**src/rtl/sublime_dpram_stream_reader_if.sv**
```systemverilog
// Output stream of the DPRAM window reader: valid/ready with a per-word last flag.
// A word transfers on a rising edge where m_valid & m_ready; m_data/m_last hold while m_valid & !m_ready.
interface sublime_dpram_stream_reader_if #(
  parameter int DATA_WIDTH = 16
);
  logic [DATA_WIDTH-1:0] m_data;
  logic                  m_valid;
  logic                  m_ready;
  logic                  m_last;

  modport master (output m_data, output m_valid, output m_last, input m_ready);
  modport slave  (input m_data, input m_valid, input m_last, output m_ready);
endinterface

```
**src/rtl/sublime_dpram_stream_reader.sv**
```systemverilog
// Sweeps an address window of a registered-read RAM and streams the words out
// through a 2-entry buffer, one word per cycle with full backpressure.
module sublime_dpram_stream_reader #(
  parameter int ADDR_WIDTH = 8,
  parameter int DATA_WIDTH = 16
) (
  input  logic                  clk,
  input  logic                  rst_n,
  input  logic                  start,
  input  logic                  abort,
  input  logic                  loop,
  input  logic [ADDR_WIDTH-1:0] base_addr,
  input  logic [ADDR_WIDTH-1:0] length,
  output logic [ADDR_WIDTH-1:0] raddr,
  input  logic [DATA_WIDTH-1:0] rdata,
  sublime_dpram_stream_reader_if.master m,
  output logic                  busy,
  output logic                  done,
  output logic [1:0]            state
);

  typedef enum logic [1:0] {IDLE = 2'd0, RUN = 2'd1, DRAIN = 2'd2} state_t;

  state_t                state_q, state_d;
  logic [ADDR_WIDTH-1:0] base_q;
  logic [ADDR_WIDTH:0]   len_q, cnt_q, len_eff;
  logic                  loop_q;
  logic [ADDR_WIDTH-1:0] raddr_q;
  logic                  infl_q, infl_last_q;
  logic [DATA_WIDTH-1:0] h_data, s_data;
  logic                  h_last, s_last, h_valid, s_valid;
  logic                  done_q, done_d;
  logic                  pop, push, issue, issue_last, accept, flush;
  logic [2:0]            fill;

  assign len_eff = (length == '0) ? {1'b1, {ADDR_WIDTH{1'b0}}} : {1'b0, length};
  assign pop     = h_valid & m.m_ready;
  assign push    = infl_q;
  // Projected occupancy after this edge, counting the word already in flight.
  assign fill    = 3'(h_valid) + 3'(s_valid) + 3'(infl_q) - 3'(pop);
  assign accept  = (state_q == IDLE) && start && !abort;
  assign flush   = (state_q != IDLE) && abort;

  always_comb begin
    state_d    = state_q;
    done_d     = 1'b0;
    issue      = 1'b0;
    issue_last = 1'b0;
    case (state_q)
      IDLE: if (accept) state_d = RUN;
      RUN: begin
        if (abort) begin
          state_d = IDLE;
          done_d  = 1'b1;
        end else begin
          issue      = (fill < 3'd2);
          issue_last = issue && (cnt_q == 1);
          if (issue_last && !loop_q) state_d = DRAIN;
        end
      end
      DRAIN: begin
        if (abort || (!infl_q && !s_valid && (!h_valid || pop))) begin
          state_d = IDLE;
          done_d  = 1'b1;
        end
      end
      default: state_d = IDLE;
    endcase
  end

  always_ff @(posedge clk or negedge rst_n) begin
    if (!rst_n) begin
      state_q <= IDLE;
      done_q  <= 1'b0;
    end else begin
      state_q <= state_d;
      done_q  <= done_d;
    end
  end

  always_ff @(posedge clk or negedge rst_n) begin
    if (!rst_n) begin
      base_q      <= '0;
      len_q       <= '0;
      cnt_q       <= '0;
      loop_q      <= 1'b0;
      raddr_q     <= '0;
      infl_q      <= 1'b0;
      infl_last_q <= 1'b0;
    end else begin
      infl_q      <= issue;
      infl_last_q <= issue_last;
      if (accept) begin
        base_q  <= base_addr;
        len_q   <= len_eff;
        cnt_q   <= len_eff;
        loop_q  <= loop;
        raddr_q <= base_addr;
      end else if (issue) begin
        if (issue_last) begin
          if (loop_q) begin
            raddr_q <= base_q;
            cnt_q   <= len_q;
          end
        end else begin
          raddr_q <= raddr_q + 1'b1;
          cnt_q   <= cnt_q - 1'b1;
        end
      end
    end
  end

  // Two-register buffer: h is the head driving the stream, s the overflow slot.
  always_ff @(posedge clk or negedge rst_n) begin
    if (!rst_n) begin
      h_data  <= '0;
      h_last  <= 1'b0;
      h_valid <= 1'b0;
      s_data  <= '0;
      s_last  <= 1'b0;
      s_valid <= 1'b0;
    end else if (flush) begin
      h_valid <= 1'b0;
      s_valid <= 1'b0;
    end else begin
      case ({push, pop})
        2'b01: begin
          if (s_valid) begin
            h_data <= s_data;
            h_last <= s_last;
          end
          h_valid <= s_valid;
          s_valid <= 1'b0;
        end
        2'b10: begin
          if (!h_valid) begin
            h_data  <= rdata;
            h_last  <= infl_last_q;
            h_valid <= 1'b1;
          end else begin
            s_data  <= rdata;
            s_last  <= infl_last_q;
            s_valid <= 1'b1;
          end
        end
        2'b11: begin
          if (s_valid) begin
            h_data <= s_data;
            h_last <= s_last;
            s_data <= rdata;
            s_last <= infl_last_q;
          end else begin
            h_data <= rdata;
            h_last <= infl_last_q;
          end
        end
        default: ;
      endcase
    end
  end

  assign raddr     = raddr_q;
  assign m.m_data  = h_data;
  assign m.m_valid = h_valid;
  assign m.m_last  = h_last & h_valid;
  assign busy      = (state_q != IDLE);
  assign done      = done_q;
  assign state     = state_q;

endmodule

```
**src/flat_wrapper.sv**
```systemverilog
// flat-port wrapper written by rule: the top's interface ports become plain ports
module sublime_dpram_stream_reader_flat 
#(
  parameter int ADDR_WIDTH = 8,
  parameter int DATA_WIDTH = 16
)
  (clk, rst_n, start, abort, loop, base_addr, length, raddr, rdata, busy, done, state, m_m_data, m_m_valid, m_m_last, m_m_ready);
  sublime_dpram_stream_reader_if #(.DATA_WIDTH(DATA_WIDTH)) m_i ();
  input  logic clk;
  input  logic rst_n;
  input  logic start;
  input  logic abort;
  input  logic loop;
  input  logic [ADDR_WIDTH-1:0] base_addr;
  input  logic [ADDR_WIDTH-1:0] length;
  output logic [ADDR_WIDTH-1:0] raddr;
  input  logic [DATA_WIDTH-1:0] rdata;
  output logic busy;
  output logic done;
  output logic [1:0] state;
  output wire logic [$bits(m_i.m_data)-1:0] m_m_data;
  output wire logic [$bits(m_i.m_valid)-1:0] m_m_valid;
  output wire logic [$bits(m_i.m_last)-1:0] m_m_last;
  input wire logic [$bits(m_i.m_ready)-1:0] m_m_ready;
  assign m_m_data = m_i.m_data;
  assign m_m_valid = m_i.m_valid;
  assign m_m_last = m_i.m_last;
  assign m_i.m_ready = m_m_ready;
  sublime_dpram_stream_reader #(.ADDR_WIDTH(ADDR_WIDTH), .DATA_WIDTH(DATA_WIDTH)) u_core (.clk(clk), .rst_n(rst_n), .start(start), .abort(abort), .loop(loop), .base_addr(base_addr), .length(length), .raddr(raddr), .rdata(rdata), .m(m_i), .busy(busy), .done(done), .state(state));
endmodule
```
**config.mk**
```make
export PLATFORM = sky130hd
export DESIGN_NAME = sublime_dpram_stream_reader_flat
export DESIGN_NICKNAME = d
export VERILOG_FILES = /design/src/rtl/sublime_dpram_stream_reader_if.sv /design/src/rtl/sublime_dpram_stream_reader.sv /design/src/flat_wrapper.sv
export SDC_FILE = /design/constraint.sdc
export NUM_CORES = 1
export LEC_CHECK = 0
export BUFFER_PORTS_ARGS = -buffer_cell sky130_fd_sc_hd__buf_2
export CAP_MARGIN = 20
export CORE_MARGIN = 5
export CORE_UTILIZATION = 55
export CTS_CLUSTER_DIAMETER = 200
export DETAILED_ROUTE_END_ITERATION = 16
export PLACE_DENSITY = 0.77
export SLEW_MARGIN = 20
export SYNTH_ARGS = -nofsm -noshare
export SYNTH_HDL_FRONTEND = slang
export SYNTH_SLANG_ARGS = --single-unit
```
**constraint.sdc**
```tcl
create_clock -name clk -period 4.8 [get_ports clk]
set_clock_uncertainty 0.2 [all_clocks]
set_input_delay 0.24 -clock clk [delete_from_list [all_inputs] [get_ports clk]]
set_output_delay 0.24 -clock clk [all_outputs]
set_load 0.03 [all_outputs]
```
==> results.md <==
* Post-synth EDFFs at 0
* Cell depth of the worst hold path at 3
* Synth cell types at 56
* DR vias/cell at around 5.8
* Synth Area in Compound Gates at a little under a fifth
* Setup Viol. Count Final at 0
* Slowest stage cell, crit path: or4_1
* Layout Utilization at a little over two thirds
* WS Path Type: register to register
* Min-Delay Path Class: primary input to register
* Clock buffer depth at 2
* Hold WS at 0.0178 ns
* Maximum VDD drop at ~0.37 mV
* Slew HR at 34.8%
* Ys async rst share at 100%
* Slew @ Worst Pin at 0.978 ns
* Worst-Skew Late Latency at about 0.37 ns
* WP data required at 4.85 ns
* Number of max-cap violations at 0
* Post-DRT Antenna Nets at 0
* CTS Hold Bufs at 34
* Layout cell share with drive strength beyond 1 at a little under a quarter
* Avg Cell Area, Syn at between 9 and 10 µm²
* Num ports at 68
* Commonest non-fill, non-tap cell in the layout: nand2_1
* First-pass GRT wire length at around 16000 µm
* Peak per-stage delay on the critical path at 0.82 ns
* Ant diodes at 0
* Clock sinks at 76
* CTS Root Cell: clkbuf_8
* Startpoint class of the critical path: register
* # rows at 30
* Initial Utilization at a little under three fifths
* Final hold vios at 0
* # Post-CTS Setup Buffers at 0
* Sequential share of the synthesized area at 49.6%
* Die height at about 94 µm
* Unrepaired setup endpoints after global routing: no
* DIE AREA at slightly below 9000 µm²
* Critical path depth at 10
* # fillers at approximately 510
* Total negative slack at 0 ns
* Synthesis Warnings at 0
* Total wire length at slightly below 10000 µm
* Number of antenna violations at the first check in global routing at 0
* CP top delay family: simple AND/OR/NAND/NOR gates
* Non-Filler Instances at approximately 600
* Overall power at slightly below 3000 µW
* Fin nets at about 540
* Remaining global-route overflow at 0
* Router iterations before antenna repair at 4
* Largest net degree at the start of global routing at 77
* Yosys reg bits at 76
* CTS tree: done
* Pwr dens at 618 nW/µm²
* CP Max Fanout at 15
* CTS resizes at 0
* Leakage power at approximately 0.0022 µW
* Crit path DAT at between 3 and 4 ns
* Mux cell area share after synthesis at 5.84%
* Final Cycle Share at about three quarters
* Simple-Gate Fraction of Synth Area at a little under a fifth
* Fraction of synthesized cell area in xor and xnor cells at less than 1%
* Largest family of logic cells by synthesized area: simple AND/OR/NAND/NOR gates
* IO buf count at 67
* DRC violations left at 0
* Vias at 3436
* Total CTS buffers at 9
* Min Clock Period, post-route at 3.64 ns
* Syn_nets at about 440
* Fmax at roughly 270 MHz
* Number of global-route vias before repair at about 3400
* Layout area overhead at 25.2%
* Die width at around 94 µm
* Iter 0 DRT Violations at between 150 and 200
* Worst path bufs/invs at 1
* Post-synthesis cell area at 3840 µm²
* Most frequent cells in the layout: nand2_1 (83), dfrtp_1 (76), buf_2 (66)
* Detail Placement HPWL at approximately 6500 µm
* Post-synthesis adder-cell area fraction at 3.46%
* R2R setup slack at about 1.2 ns
* H-tree depth at 3
* Clock-pin slew on the worst setup and hold paths at ~0.090 ns
* WL per Instance at 16.5 µm
* GRT Util Overall at 23.4%
* Cell Chain, Critical Path: nand2_1 > ha_1 > nand2_1 > fa_1 > nand3b_1 > or4_1 > inv_2 > nor4b_1 > a221oi_2 > o2bb2ai_1
* Slew Limit Fails at 0
* Ys flop type: dfrtp_1
* GPL Wtd Cong at about 0.91
* Number of cells after detailed placement at between 500 and 600
* Most used cell, CP: nand2_1
* FF-to-FF path depth at 10
* CP Capture Type: register
* Outcome: finished, final reports clean
* Synth Instances at slightly below 400
* Core ar. at just under 7000 µm²
-- per-stage QoR --
step,instance area (µm²),setup WS (ns)
2_1_floorplan,3840,1.57
3_3_place_gp,4260,1.37
3_5_place_dp,4260,1.19
4_1_cts,4790,1.17
5_1_grt,4800,0.971
6_report,4800,1.16
-- path summary, 6_finish.rpt --
kind	endpoint	start
setup / recovery	u_core.raddr[6]$_DFFE_PN0P_	u_core.m.m_valid$_DFFE_PN0P_
hold / removal	u_core.done$_DFF_PN0_	abort
setup reg to reg	u_core.raddr[6]$_DFFE_PN0P_	u_core.m.m_valid$_DFFE_PN0P_
hold reg to reg	u_core.m.m_data[7]$_DFFE_PN0P_	u_core.m.m_data[7]$_DFFE_PN0P_
max in group asynchronous	u_core.infl_q$_DFF_PN0_	rst_n
min in group asynchronous	u_core.s_data[1]$_DFFE_PN0P_	rst_n
-- power breakdown --
group	leakage (µW)	internal [µW]	switching (µW)	total (µW)
combinational	0.00120	527	802	1330
sequential	0.000951	924	236	1160
clock	0.0000947	201	278	479
total	0.00224	1650	1320	2970
-- registers in the layout, indices dropped and copies added (netlist names) --
name,cells
u_core.s_data,16
u_core.state,2
u_core.base_q,8
u_core.cnt_q,9
u_core.h_last,1
u_core.infl_last_q,1
u_core.s_last,1
u_core.m.m_data,16
u_core.infl_q,1
u_core.loop_q,1
u_core.m.m_valid,1
u_core.len_q,9
u_core.done,1
u_core.s_valid,1
u_core.raddr,8
-- synthesized netlist by cell type, types with 6 or more instances --
library cell	instances	area (µm²)
mux2_2	19	214
nor2b_1	8	50.1
inv_1	8	30.0
a22oi_1	17	128
o211ai_1	6	45.0
ha_1	9	113
nand3_1	9	45.0
nor3_1	10	50.1
nand2_1	83	312
a21oi_1	12	60.1
dfrtp_1	76	1900
o21ai_0	34	170
clkbuf_1	13	48.8
nor2_1	8	30.0
-- logic make-up after synthesis --
| kind of cell | after synthesis |
|---|---|
| simple gates | 151 |
| compound gates | 108 |
| flops | 76 |
| buf+inv | 28 |
| mux | 20 |
| fa+ha+maj | 10 |
| xor+xnor | 2 |
-- tightest hold or removal path: cells and delay by family --
family | cells | cell delay (ns)
AOI/OAI and AO/OA | 2 | 0.16
buffers and inverters | 1 | 0.14
-- metal layers --
layer | GRT usage (%) | vias to the layer above | wire (µm)
met5 | 0 | - | 0
met1 | 29.9 | 1672 | 4170
met2 | 39.8 | 113 | 4890
met3 | 3.38 | 19 | 468
met4 | 9.65 | 0 | 255
li1 | - | 1632 | -
-- final cells by class --
cell class	count	area [µm²]	area share, %
tap	96	120	2.50
clock buffer	9	124	2.58
timing repair buffer	107	727	15.1
inverter	9	33.8	0.703
clock inverter	7	65.1	1.35
sequential	76	1900	39.6
multi-input combinational	291	1830	38.1
Note: power is estimated with default switching activity, not from simulation.
